===== src/rtl/tx_gmii_serializer.sv =====
// GMII transmit serializer: drains TX frame FIFO words onto GMII one byte per clock,
// adding preamble/SFD, zero pad to minimum size, FCS and inter-frame gap.
module tx_gmii_serializer #(
    parameter int PREAMBLE_LEN = 7,
    parameter int MIN_FRAME    = 60,
    parameter int IFG_BYTES    = 12
) (
    input  logic        CLK,
    input  logic        RST,
    output logic        FIFO_RD_ENA,
    input  logic [31:0] FIFO_RD_DATA,
    input  logic        FIFO_RD_EMPTY,
    output logic [7:0]  GMII_TXD,
    output logic        GMII_TX_EN,
    output logic        GMII_TX_ER,
    output logic        TX_BUSY,
    output logic        TX_DONE,
    output logic        TX_UNDERRUN
);

    localparam int PW = $clog2(PREAMBLE_LEN + 1);
    localparam int IW = $clog2(IFG_BYTES + 1);
    localparam logic [10:0] MINF = 11'(MIN_FRAME);

    typedef enum logic [2:0] {
        IDLE, PRE, SFD, DATA, PAD, FCS, IFG, DISCARD
    } state_t;

    state_t      state;
    logic [10:0] len;
    logic [10:0] idx;
    logic [9:0]  wcnt;
    logic [PW-1:0] pcnt;
    logic [IW-1:0] icnt;
    logic [2:0]  fcnt;
    logic [31:0] crc;

    logic        fetch;
    logic        under;
    logic        pop_data;
    logic [7:0]  head_byte;
    logic [31:0] crc_base;
    logic [31:0] crc_in;
    logic [11:0] hdr_sum;
    logic [9:0]  hdr_words;

    function automatic logic [31:0] crc_upd(input logic [31:0] c,
                                            input logic [7:0] d);
        logic [31:0] r;
        r = c ^ {24'h0, d};
        for (int i = 0; i < 8; i++)
            r = r[0] ? ((r >> 1) ^ 32'hEDB88320) : (r >> 1);
        return r;
    endfunction

    // State names the byte currently on the wire; the next byte is
    // fetched from the FIFO head in the cycle before it is driven.
    always_comb begin
        fetch     = (state == SFD || state == DATA || state == PAD) && (idx < len);
        under     = fetch && (idx[1:0] == 2'd0) && FIFO_RD_EMPTY;
        pop_data  = fetch && !under &&
                    ((idx[1:0] == 2'd3) || (idx == len - 11'd1));
        head_byte = FIFO_RD_DATA[{idx[1:0], 3'b000} +: 8];
        crc_base  = (state == SFD) ? 32'hFFFFFFFF : crc;
        crc_in    = crc_upd(crc_base, fetch ? head_byte : 8'h00);
        hdr_sum   = {1'b0, FIFO_RD_DATA[10:0]} + 12'd3;
        hdr_words = hdr_sum[11:2];
    end

    always_comb begin
        FIFO_RD_ENA = 1'b0;
        if (!RST) begin
            case (state)
                IDLE:    FIFO_RD_ENA = !FIFO_RD_EMPTY;
                DISCARD: FIFO_RD_ENA = (wcnt != 10'd0) && !FIFO_RD_EMPTY;
                default: FIFO_RD_ENA = pop_data;
            endcase
        end
    end

    always_ff @(posedge CLK) begin
        if (RST) begin
            state       <= IDLE;
            GMII_TXD    <= 8'h00;
            GMII_TX_EN  <= 1'b0;
            GMII_TX_ER  <= 1'b0;
            TX_BUSY     <= 1'b0;
            TX_DONE     <= 1'b0;
            TX_UNDERRUN <= 1'b0;
            len         <= '0;
            idx         <= '0;
            wcnt        <= '0;
            pcnt        <= '0;
            icnt        <= '0;
            fcnt        <= '0;
            crc         <= '1;
        end else begin
            TX_DONE     <= 1'b0;
            TX_UNDERRUN <= 1'b0;
            GMII_TX_ER  <= 1'b0;
            case (state)
                IDLE: begin
                    if (!FIFO_RD_EMPTY) begin
                        len  <= FIFO_RD_DATA[10:0];
                        wcnt <= hdr_words;
                        idx  <= '0;
                        if (FIFO_RD_DATA[10:0] != 11'd0) begin
                            state      <= PRE;
                            pcnt       <= PW'(1);
                            GMII_TXD   <= 8'h55;
                            GMII_TX_EN <= 1'b1;
                            TX_BUSY    <= 1'b1;
                        end
                    end
                end
                PRE: begin
                    if (pcnt < PW'(PREAMBLE_LEN)) begin
                        pcnt     <= pcnt + PW'(1);
                        GMII_TXD <= 8'h55;
                    end else begin
                        GMII_TXD <= 8'hD5;
                        state    <= SFD;
                    end
                end
                SFD, DATA, PAD: begin
                    if (under) begin
                        GMII_TXD    <= 8'h00;
                        GMII_TX_ER  <= 1'b1;
                        TX_UNDERRUN <= 1'b1;
                        state       <= DISCARD;
                    end else if (fetch) begin
                        GMII_TXD <= head_byte;
                        crc      <= crc_in;
                        idx      <= idx + 11'd1;
                        state    <= DATA;
                        if (pop_data)
                            wcnt <= wcnt - 10'd1;
                    end else if (idx < MINF) begin
                        GMII_TXD <= 8'h00;
                        crc      <= crc_in;
                        idx      <= idx + 11'd1;
                        state    <= PAD;
                    end else begin
                        GMII_TXD <= ~crc[7:0];
                        fcnt     <= 3'd1;
                        state    <= FCS;
                    end
                end
                FCS: begin
                    if (fcnt == 3'd4) begin
                        GMII_TXD   <= 8'h00;
                        GMII_TX_EN <= 1'b0;
                        icnt       <= IW'(1);
                        state      <= IFG;
                    end else begin
                        GMII_TXD <= ~crc[{fcnt[1:0], 3'b000} +: 8];
                        fcnt     <= fcnt + 3'd1;
                        if (fcnt == 3'd3)
                            TX_DONE <= 1'b1;
                    end
                end
                DISCARD: begin
                    GMII_TXD   <= 8'h00;
                    GMII_TX_EN <= 1'b0;
                    if (wcnt == 10'd0) begin
                        icnt  <= IW'(1);
                        state <= IFG;
                    end else if (!FIFO_RD_EMPTY) begin
                        wcnt <= wcnt - 10'd1;
                    end
                end
                IFG: begin
                    if (icnt == IW'(IFG_BYTES)) begin
                        state   <= IDLE;
                        TX_BUSY <= 1'b0;
                    end else begin
                        icnt <= icnt + IW'(1);
                    end
                end
                default: state <= IDLE;
            endcase
        end
    end

endmodule


===== config.mk =====
export PLATFORM = sky130hd
export DESIGN_NAME = tx_gmii_serializer
export DESIGN_NICKNAME = d
export VERILOG_FILES = /design/src/rtl/tx_gmii_serializer.sv
export SDC_FILE = /design/constraint.sdc
export NUM_CORES = 1
export LEC_CHECK = 0
export BUFFER_PORTS_ARGS = -buffer_cell sky130_fd_sc_hd__buf_2
export CAP_MARGIN = 5
export CORE_MARGIN = 3
export CORE_UTILIZATION = 52
export DETAILED_ROUTE_END_ITERATION = 10
export PLACE_DENSITY_LB_ADDON = 0.1
export SLEW_MARGIN = 5
export SYNTH_ARGS = -nofsm -noshare
export SYNTH_HDL_FRONTEND = slang
export SYNTH_SLANG_ARGS = --single-unit
export TNS_END_PERCENT = 50

===== constraint.sdc =====
create_clock -name CLK -period 3.1 [get_ports CLK]
set_input_delay 0.93 -clock CLK [delete_from_list [all_inputs] [get_ports CLK]]
set_output_delay 0.93 -clock CLK [all_outputs]
set_load 0.01 [all_outputs]

==> results.txt <==
Data arrives at the worst endpoint at 2.63 ns. For hold timing, the worst endpoint is wcnt[8]. When the netlist entered floorplanning its net count stood at 843.

In the synthesized netlist the async set-or-reset flop fraction comes to 0%. In this run the most critical hold path is launched from wcnt[8]. The transition time at the pin with the least slew margin came out at about 0.8 ns. The most numerous cell type found on the critical path is nor2_2. The final setup skew came out at 0.00767 ns. The master cell of the clock root buffer is clkbuf_16. The via count of the first global-routing pass is ~6,200.

Setup repair after global routing could not meet its margin everywhere. The final reports fail on negative setup slack. The sequential share of the synthesized area came out at between 20% and 30%. The largest area contributor in the synthesized netlist is dfxtp_1. The area share of the leading cell type in the synthesized netlist came out at 28.5%. The region available for standard cell placement spans roughly 0.012 sq mm. After technology mapping, the gate count stands at slightly below 800. The relative area change from synthesis to final layout came out at 29.1%. The global route total overflow is 0.

The worst slew slack as a fraction of its limit is 45.9%. The delay of the slowest critical-path stage came out at 0.43 ns. The number of nets in the layout came out at 968. Traced cell by cell, the critical path runs through buf_4 > nor4_4 > a31oi_1 > nor4_2 > nand2_1 > a2111oi_4 > o21a_1 > nor2_2 > nor2_2 > buf_2. The worst setup path is launched from a flip-flop. After layout, the worst path uses 115% of the clock period. The initial antenna violation count came out at 0. The final hold violation count was 0. The count of flip-flops with a built-in enable after synthesis came out at 0. The width of the die came out at ~120 um. The overall power of the completed layout came out at slightly below 9 mW. The flow ran to the end, but the final reports show violations. The detailed router's first-iteration violation count came out at 615.

The share of post-route cells with drive strength above 1 is 28.8%. The primary flip-flop cell chosen by synthesis mapping is dfxtp_1. By area the synthesized netlist is led by dfxtp_1, xnor2_1, mux4_2, nand2_1, nor2_1. The leakage power figure came out at ~3.3 nW. The max-slew violation total from the final report was 0. The post-placement cell area came out at 0.00736 sq mm. The wire length of the first global-routing pass came out at 31,800 um. The summed area of non-filler cells in the final layout came out at 0.00806 sq mm. The number of inserted filler cells in the final layout came out at 944.

Among all stages on the critical path, the largest delay is contributed by a2111oi_4. The number of setup violations in the final report came out at 3. Static timing analysis puts the maximum clock frequency at about 280 MHz. The number of buffers added by the clock tree synthesis step is 9. The final worst setup slack is -0.461 ns.

The number of rows in the core area came out at 39. The clock tree from TritonCTS is yes. The HPWL after detailed placement is 14,600 um.

During placement, the flow inserted port buffers numbering between 40 and 50. The post-detailed-route wirelength per cell is between 15 and 20 um. In the synthesized netlist, the cells that appear most often are nand2_1, dfxtp_1, nor2_1. The initial core utilization is 54.0%. The peak supply drop came out at 0.683 mV.

The average size of a mapped cell is 7.94 sq um. The worst setup path is captured at an output port. The number of vias per cell came out at 6.07. After detailed routing, the number of remaining DRC violations is 0. In this run, distinct cell masters in the synthesized netlist total 63. For this design, the sink count on the clock tree is 89. The highest fanout seen on the critical path came out at 2. The count of yosys warnings during synthesis came out at 0. Pin placement for this block handled 49 I/O pins. The critical path in this run is classified as reg2out. The setup check on the worst reg-to-reg path leaves a slack of -0.09 ns. At the later pin of the worst-skew pair, clock insertion delay measures 0.36 ns. The ratio of total power to cell area came out at about 1100 mW/mm^2. The total routing resource utilization after global routing is 30.3%. The cell count of the worst reg-to-reg path came out at 11.

The cell area after technology mapping is approximately 0.0062 sq mm. The launch point of the worst reg-to-reg path is len[1]. The H-tree generated during clock tree synthesis spans 3 levels. The antenna violation net count after detailed routing came out at 0. The shortest period the worst path allows is 3.56 ns. The count of cells along the worst hold path is 2. Wires add up to 20,100 um. The number of maximum-capacitance constraint violations came out at 0. The number of flip-flops and latches in the synthesized netlist came out at 89. The die area came out at 0.0134 sq mm. The type of the tightest min-delay check is reg2reg. The clock tree buffer depth is 2. The most numerous cell in the Yosys netlist is nand2_1. The pin count of the biggest net entering global routing came out at 29.

The y dimension of the die came out at 116 um. Summed over all failing endpoints, the final setup total negative slack is -0.623 ns. In this run the critical register-to-register path is captured at crc[23].

The total inserted antenna cells came out at 0. Clock-pin slew was measured on the worst setup and hold paths at 0.07 ns. The weighted congestion at the end of routability-driven global placement is 0.949. The data required time at the worst endpoint is 2.17 ns.

Across all layers, the routed design uses 6,431 vias. The first-pass iteration count of the detailed router is 5.
sequential cells by signal, indices dropped and copies added, names as in the netlist:
name,count
len,11
TX_UNDERRUN,1
GMII_TX_EN,1
pcnt,3
wcnt,10
idx,11
GMII_TXD,8
fcnt,3
state,3
icnt,4
crc,32
TX_BUSY,1
TX_DONE,1
stage by stage:
step           worst slack, ns  hold slack, ns  util, %  instances
2_1_floorplan          -0.0865           0.444        -        787
3_3_place_gp            -0.221           0.460     63.6       1035
3_5_place_dp            -0.326           0.470     63.6       1035
4_1_cts                 -0.438           0.480     68.3       1058
5_1_grt                 -0.585           0.508     69.7       1060
6_report                -0.461           0.480     69.7       1060
routing by layer:
| layer | track usage (%) | vias up | share of wire (%) |
|---|---|---|---|
| met5 | 0 | - | 0 |
| met4 | 12.9 | 0 | 2.8 |
| met3 | 4.39 | 40 | 6.1 |
| met2 | 47.6 | 232 | 47 |
| met1 | 41.6 | 3113 | 44 |
| li1 | - | 3046 | - |
how the worst max path moves through the flow:
stage                  end  slack, ns  cells past startpoint              from
3_3_place_gp       crc[23]      -0.22                      8  FIFO_RD_DATA[25]
4_1_cts        FIFO_RD_ENA      -0.44                     12            len[0]
3_5_place_dp       crc[23]      -0.33                      8  FIFO_RD_DATA[25]
5_1_grt        FIFO_RD_ENA      -0.58                     10            len[8]
6_report       FIFO_RD_ENA      -0.46                     10            len[8]
2_1_floorplan      crc[23]      -0.09                      7  FIFO_RD_DATA[24]
cell type report:
| class | instances | area [sq um] | area share (%) |
|---|---|---|---|
| Clock inverter | 6 | 73.8 | 0.916 |
| Multi-Input combinational cell | 620 | 4520 | 56.1 |
| Tap cell | 143 | 179 | 2.22 |
| Inverter | 29 | 111 | 1.38 |
| Sequential cell | 89 | 1790 | 22.3 |
| Clock buffer | 10 | 229 | 2.84 |
| Timing Repair Buffer | 163 | 1150 | 14.3 |
critical path: cells and delay by family (launching register included):
| kind | cells | cell delay (ns) |
|---|---|---|
| compound gates | 3 | 0.78 |
| flops | 1 | 0.33 |
| simple gates | 5 | 0.88 |
| buf+inv | 2 | 0.29 |
kinds of logic after synthesis:
kind of cell / after synthesis / share of synthesized area [%]
AOI/OAI and AO/OA: 188 / 19.5
xor gates and xnor gates: 103 / 15.2
adders and majority gates: 21 / 4.21
buffers and inverters: 78 / 4.99
DFF: 89 / 28.5
muxes: 17 / 5.93
and+or+nand+nor: 291 / 21.6
report_power, final:
part | internal [mW] | leakage (nW) | switching (mW)
clock network | 0.637 | 0.148 | 0.499
logic | 2.82 | 2.43 | 3.25
registers | 1.43 | 0.731 | 0.266
total | 4.89 | 3.31 | 4.02
repair_timing:
item,in CTS,in global routing
setup endpoints to repair,20,23
endpoints found under the hold margin,0,0
resized for setup,42,27
hold buffers,0,0
pin swaps,18,10
setup buffers,7,2
cell usage in the layout (no fill, tap or decap), drive strengths merged, types with 2 or more instances in the layout:
cell     synthesis  routed
nor2            88      88
a311oi           3       3
ha              21      21
nand4           10      10
nor3b            3       3
o211ai          30      30
o31ai            3       3
nor4             7       7
xor2            36      36
a21oi           53      53
o32ai            4       4
nand2b           7       7
dfxtp           89      89
xnor3            3       3
inv             29      32
a2111oi          3       3
clkinv           0       2
a31oi           11      11
mux4            16      16
nor2b            5       5
xnor2           64      64
o21ai           42      42
a211o            7       7
nand3           25      25
o21a             5       5
o311ai           3       3
a211oi           5       5
nand2           91      91
or2              4       4
buf             11     163
a221oi           5       5
or3              9       9
and2             5       5
o41ai            2       2
clkbuf          38      10
or4              5       5
nor3            18      18
and4             2       2
and3            10      10
Power figures use the tool's default switching activity.
